$ cat src/rtl/number_display.sv
// number_display: selects one of two 14-bit operands, converts it to four BCD
// digits with a serial double-dabble FSM, and time-multiplexes the digits onto
// an active-low 7-segment display.
// Optional feature macro: LEADING_ZERO_BLANK_EN (blanks leading zeros in
// digit positions 3..1; the ones digit is always shown).
module number_display #(
  parameter int SCAN_DIVIDER = 50000
) (
  input  logic        clk,
  input  logic        rst_n,
  input  logic [13:0] number_1,
  input  logic [13:0] number_2,
  input  logic        write_number_select,
  output logic [6:0]  seg,
  output logic [3:0]  an,
  output logic        busy,
  output logic        overflow
);

  localparam int CW = (SCAN_DIVIDER > 2) ? $clog2(SCAN_DIVIDER) : 1;
  localparam logic [CW-1:0] SCAN_LAST = CW'(SCAN_DIVIDER - 1);
  localparam logic [13:0] MAX_DISPLAY = 14'd9999;

  typedef enum logic [1:0] {
    IDLE  = 2'd0,
    LOAD  = 2'd1,
    SHIFT = 2'd2,
    DONE  = 2'd3
  } state_t;

  state_t        state;
  state_t        next_state;
  logic [13:0]   sel_val;
  logic [13:0]   last_val;
  logic [13:0]   bin;
  logic [15:0]   bcd;
  logic [15:0]   bcd_adj;
  logic [3:0]    shift_cnt;
  logic          ovf_cap;
  logic [15:0]   digits;
  logic [CW-1:0] scan_cnt;
  logic [1:0]    digit_idx;
  logic [3:0]    cur_nibble;
  logic          blank;
  logic [6:0]    seg_next;

  // Active-low {g,f,e,d,c,b,a} pattern for a decimal digit; anything else is dark.
  function automatic logic [6:0] seg_decode(input logic [3:0] d);
    logic [6:0] p;
    case (d)
      4'd0:    p = 7'b1000000;
      4'd1:    p = 7'b1111001;
      4'd2:    p = 7'b0100100;
      4'd3:    p = 7'b0110000;
      4'd4:    p = 7'b0011001;
      4'd5:    p = 7'b0010010;
      4'd6:    p = 7'b0000010;
      4'd7:    p = 7'b1111000;
      4'd8:    p = 7'b0000000;
      4'd9:    p = 7'b0010000;
      default: p = 7'b1111111;
    endcase
    return p;
  endfunction

  // Double-dabble correction: add 3 to every BCD nibble that is 5 or more.
  function automatic logic [15:0] dabble_adjust(input logic [15:0] b);
    logic [15:0] r;
    for (int i = 0; i < 4; i++) begin
      if (b[i*4 +: 4] >= 4'd5) begin
        r[i*4 +: 4] = b[i*4 +: 4] + 4'd3;
      end else begin
        r[i*4 +: 4] = b[i*4 +: 4];
      end
    end
    return r;
  endfunction

  assign sel_val = write_number_select ? number_2 : number_1;
  assign bcd_adj = dabble_adjust(bcd);

  // Converter state register.
  always_ff @(posedge clk or negedge rst_n) begin
    if (!rst_n) begin
      state <= IDLE;
    end else begin
      state <= next_state;
    end
  end

  // Converter next-state logic: start on a changed operand, shift 14 times, commit.
  always_comb begin
    next_state = state;
    case (state)
      IDLE: begin
        if (sel_val != last_val) begin
          next_state = LOAD;
        end else begin
          next_state = IDLE;
        end
      end
      LOAD:  next_state = SHIFT;
      SHIFT: begin
        if (shift_cnt == 4'd13) begin
          next_state = DONE;
        end else begin
          next_state = SHIFT;
        end
      end
      DONE:    next_state = IDLE;
      default: next_state = IDLE;
    endcase
  end

  // Conversion datapath: operand capture and one double-dabble step per SHIFT cycle.
  always_ff @(posedge clk or negedge rst_n) begin
    if (!rst_n) begin
      bin       <= 14'd0;
      bcd       <= 16'd0;
      shift_cnt <= 4'd0;
      last_val  <= 14'd0;
      ovf_cap   <= 1'b0;
    end else begin
      case (state)
        LOAD: begin
          bin       <= (sel_val > MAX_DISPLAY) ? MAX_DISPLAY : sel_val;
          bcd       <= 16'd0;
          shift_cnt <= 4'd0;
          last_val  <= sel_val;
          ovf_cap   <= (sel_val > MAX_DISPLAY);
        end
        SHIFT: begin
          bcd       <= {bcd_adj[14:0], bin[13]};
          bin       <= {bin[12:0], 1'b0};
          shift_cnt <= shift_cnt + 4'd1;
        end
        default: begin
          bin <= bin;
        end
      endcase
    end
  end

  // Display digit registers and overflow flag change only when a conversion completes.
  always_ff @(posedge clk or negedge rst_n) begin
    if (!rst_n) begin
      digits   <= 16'd0;
      overflow <= 1'b0;
    end else if (state == DONE) begin
      digits   <= bcd;
      overflow <= ovf_cap;
    end else begin
      digits   <= digits;
      overflow <= overflow;
    end
  end

  // busy is registered from the next state so it tracks LOAD/SHIFT/DONE exactly.
  always_ff @(posedge clk or negedge rst_n) begin
    if (!rst_n) begin
      busy <= 1'b0;
    end else begin
      busy <= (next_state != IDLE);
    end
  end

  // Scan timer: each digit stays enabled for SCAN_DIVIDER cycles.
  always_ff @(posedge clk or negedge rst_n) begin
    if (!rst_n) begin
      scan_cnt  <= '0;
      digit_idx <= 2'd0;
    end else if (scan_cnt == SCAN_LAST) begin
      scan_cnt  <= '0;
      digit_idx <= digit_idx + 2'd1;
    end else begin
      scan_cnt  <= scan_cnt + CW'(1);
      digit_idx <= digit_idx;
    end
  end

  // Pick the nibble for the digit currently being scanned.
  always_comb begin
    cur_nibble = 4'd0;
    case (digit_idx)
      2'd0:    cur_nibble = digits[3:0];
      2'd1:    cur_nibble = digits[7:4];
      2'd2:    cur_nibble = digits[11:8];
      2'd3:    cur_nibble = digits[15:12];
      default: cur_nibble = 4'd0;
    endcase
  end

`ifdef LEADING_ZERO_BLANK_EN
  // Blank a digit when it and every more-significant digit are zero (never the ones digit).
  always_comb begin
    blank = 1'b0;
    case (digit_idx)
      2'd1:    blank = (digits[15:4] == 12'd0);
      2'd2:    blank = (digits[15:8] == 8'd0);
      2'd3:    blank = (digits[15:12] == 4'd0);
      default: blank = 1'b0;
    endcase
  end
`else
  // Every digit is always shown, including leading zeros.
  always_comb begin
    blank = 1'b0;
  end
`endif

  // Segment pattern for the current digit before output registration.
  always_comb begin
    seg_next = 7'b1111111;
    if (blank) begin
      seg_next = 7'b1111111;
    end else begin
      seg_next = seg_decode(cur_nibble);
    end
  end

  // Registered display drive: one-hot active-low anode plus its segment pattern.
  always_ff @(posedge clk or negedge rst_n) begin
    if (!rst_n) begin
      an  <= 4'b1111;
      seg <= 7'b1111111;
    end else begin
      an  <= ~(4'b0001 << digit_idx);
      seg <= seg_next;
    end
  end

endmodule

$ cat config.mk
export PLATFORM = sky130hd
export DESIGN_NAME = number_display
export DESIGN_NICKNAME = d
export VERILOG_FILES = /design/src/rtl/number_display.sv
export SDC_FILE = /design/constraint.sdc
export NUM_CORES = 1
export LEC_CHECK = 0
export CAP_MARGIN = 20
export CORE_ASPECT_RATIO = 2
export CORE_MARGIN = 2
export CORE_UTILIZATION = 60
export DETAILED_ROUTE_END_ITERATION = 7
export PLACE_DENSITY = 0.93
export SLEW_MARGIN = 20
export SYNTH_ARGS = -nofsm -noshare
export SYNTH_HDL_FRONTEND = slang
export SYNTH_SLANG_ARGS = --single-unit
$ cat constraint.sdc
create_clock -name clk -period 4.68 [get_ports clk]
set_input_delay 0.936 -clock clk [delete_from_list [all_inputs] [get_ports clk]]
set_output_delay 0.936 -clock clk [all_outputs]
set_load 0.01 [all_outputs]
==> results.sh <==
export IMPL_cp_slowest_cell="clkdlybuf4s50_1"
export IMPL_wl_met2_um=6165
export IMPL_powerDensity_mw_per_mm2=541.4
export IMPL_yosysWarnings=0
export IMPL_die_width_um=68.12
export IMPL_synth_top_family_by_area="compound AO/OA/AOI/OAI gates"
export IMPL_nFillCells=569
export IMPL_die_area_mm2=0.009008
export IMPL_synthMuxAreaShare_pct=8.420
export IMPL_setup_violations_final=0
export IMPL_worstPathRequired_ns=4.91
export IMPL_yosys_register_bits=98
export IMPL_worst_slack_ns=1.430
export IMPL_crit_type="in -> reg"
export IMPL_avgRoutedWirePerCell_um=17.39
export IMPL_r2r_start="state[0]"
export IMPL_drtAntennaViolNets=0
export IMPL_status="finished, final reports clean"
export IMPL_grt_max_degree=82
export IMPL_grt_pass1_vias=3898
export IMPL_r2r_cells=5
export IMPL_area_growth_pct=15.70
export IMPL_period_share_pct=69.45
export IMPL_grt_pass1_wl_um=17780
export IMPL_avgViaCountPerCell=5.997
export IMPL_nets=562
export IMPL_synth_simple_gate_area_share_pct=11.64
export IMPL_hold_depth=1
export IMPL_drc=0
export IMPL_coreArea_mm2=0.007943
export IMPL_fmax_mhz=307.7
export IMPL_n_antenna_cell=0
export IMPL_p_leak_nw=2.504
export IMPL_tightest_slew_ns=0.9985
export IMPL_initial_core_util_pct=62.11
export IMPL_cts_resized=0
export IMPL_critPathArrivalTime_ns=3.48
export IMPL_slew_limit_headroom_pct=33.23
export IMPL_rsz0062_at_grt="no"
export IMPL_syn_area_mm2=0.004933
export IMPL_first_iter_violations=232
export IMPL_highest_layer="met4"
export IMPL_io_buffer_count=43
export IMPL_syn_area_per_cell_um2=10.45
export IMPL_reg2reg_to="bin[3]"
export IMPL_critPathLaunchType="input port"
export IMPL_std_cell_rows=46
export IMPL_hold_path_class="reg -> reg"
export IMPL_drive_gt1_share_pct=11.31
export IMPL_clkTransAtPathRegs_ns=0.07
export IMPL_post_cts_buffers=0
export IMPL_dpl_worst_slack_ns=1.085
export IMPL_setup_tns_ns=0
export IMPL_synth_compound_area_share_pct=12.27
export IMPL_hold_end="scan_cnt[0]"
export IMPL_yosysUniqueCellTypes=49
export IMPL_cap_violations=0
export IMPL_slew_viol_final=0
export IMPL_endpoint_kind="flip-flop"
export IMPL_wl_um=10590
export IMPL_hold_viol=0
export IMPL_synth_adder_area_share_pct=5.833
export IMPL_wl_met1_um=3549
export IMPL_htree_levels=3
export IMPL_num_io_pins=44
export IMPL_cts_tree="yes"
export IMPL_fin_skew_ns=0.004985
export IMPL_gp_congestion=0.8813
export IMPL_vdd_ir_drop_max_mv=0.5178
export IMPL_synth_edf_count=0
export IMPL_final_cell_mix="dfrtp_1, inv_1, nor2_1, clkdlybuf4s50_1, a21oi_1"
export IMPL_synthArstFlopShare_pct=100.0
export IMPL_insertion_delay_ns=0.35
export IMPL_grtUsageTotal_pct=26.48
export IMPL_drtPass1Iterations=4
export IMPL_cts_path_max_buffers=2
export IMPL_fin_crit_ns=3.250
export IMPL_layout_commonest_cell="dfrtp_1"
export IMPL_min_from="scan_cnt[0]"
export IMPL_antenna_found_initial=0
export IMPL_synth_main_ff_cell="dfrtp_1"
export IMPL_worstPathCellList="clkdlybuf4s50_1, mux2i_1, a21oi_2, a211oi_4, a2bb2oi_1, mux2_2"
export IMPL_ys_seq_area_share_pct=49.99
export IMPL_vias=3652
export IMPL_synth_xor_area_share_pct=6.391
export IMPL_syn_num_nets=526
export IMPL_hpwl_um=7487
export IMPL_holdBufCountCts=0
export IMPL_cts_made_buffers=9
export IMPL_root_buffer="clkbuf_16"
export IMPL_synth_cells=472
export IMPL_die_height_um=132.2
export IMPL_met3_wirelength_um=374
export IMPL_grt_remaining_overflow=0
export IMPL_path_max_fanout=18
export IMPL_max_stage_delay_ns=1.13
export IMPL_r2r_slack_ns=2.41
export IMPL_numClockSinks=98
==> worst max path at each step <==
stage | start | end | slack, ns | cells past startpoint
2_1_floorplan | write_number_select | bin[1] | 2.41 | 6
4_1_cts | write_number_select | bin[3] | 1.46 | 6
3_3_place_gp | write_number_select | bin[3] | 1.23 | 6
5_1_grt | write_number_select | bin[2] | 1.32 | 6
6_report | write_number_select | bin[3] | 1.43 | 6
3_5_place_dp | write_number_select | bin[3] | 1.08 | 6
==> flip-flops by register name (all words and copies together), names as in the netlist, 2 cells and up <==
signal	count
state	2
seg	7
bin	14
an	4
last_val	14
digit_idx	2
scan_cnt	16
digits	16
shift_cnt	4
bcd	16
==> critical path, delay by kind of cell <==
| kind | cells | cell delay, ns |
|---|---|---|
| buffers and inverters | 1 | 1.13 |
| muxes | 2 | 0.79 |
| AOI/OAI and AO/OA | 3 | 0.63 |
==> layer usage <==
metal  GRT usage, %  vias up
li1               -     1700
met1          25.77     1805
met2          47.46      107
met3          5.209       40
met4          17.00        0
met5              0        -
==> synth_stat cells, types with 6 or more instances <==
master / count / share of area, %
xnor2_1: 16 / 2.8
xor2_1: 20 / 3.6
a31oi_1: 9 / 1.1
ha_1: 23 / 5.8
nand3_1: 11 / 1.1
nor2_1: 44 / 3.3
o21ai_0: 14 / 1.4
dfstp_2: 11 / 5.9
mux2_2: 19 / 4.3
nand2_1: 22 / 1.7
mux2i_1: 16 / 3.2
dfrtp_1: 87 / 44
inv_1: 45 / 3.4
nand2b_1: 8 / 1.0
clkbuf_1: 13 / 0.99
o22ai_1: 14 / 1.8
nand4_1: 6 / 0.76
a21oi_1: 32 / 3.2
==> power breakdown <==
| group | switching [mW] | internal [mW] | total, mW |
|---|---|---|---|
| clock network | 0.311 | 0.468 | 0.779 |
| logic | 0.642 | 0.441 | 1.08 |
| registers | 0.144 | 1.08 | 1.23 |
| total | 1.10 | 1.99 | 3.09 |
==> logic make-up (layout without fill, tap and decap cells) <==
kind of cell,after synthesis,after routing
multiplexers,38,38
adder cells (fa/ha/maj),23,23
buffers and inverters,65,106
XOR/XNOR,36,36
AND/OR/NAND/NOR,116,116
flip-flops,98,98
AO/OA/AOI/OAI,96,96
==> metrics by stage <==
stage | util [%] | hold slack, ns | instance area [um^2] | std cells | power, mW
after floorplan | - | 0.4551 | 4933 | 472 | 1.990
after global placement | 67.94 | 0.4789 | 5396 | 593 | 2.231
after detailed placement | 67.94 | 0.4810 | 5396 | 593 | 2.303
after CTS | 71.87 | 0.4906 | 5708 | 609 | 3.092
after global routing | 71.87 | 0.5097 | 5708 | 609 | 3.274
final | 71.87 | 0.4904 | 5708 | 609 | 3.090
==> area by class of cell <==
type                            instances  area (um^2)  share of cell area (%)
Multi-Input combinational cell        309         2198                   38.51
Clock buffer                           11        232.7                   4.077
Clock inverter                          5        78.83                   1.381
Tap cell                               96        120.1                   2.104
Inverter                               45        168.9                   2.959
Timing Repair Buffer                   45        442.9                   7.760
Sequential cell                        98         2466                   43.20
Power figures use the tool's default switching activity.
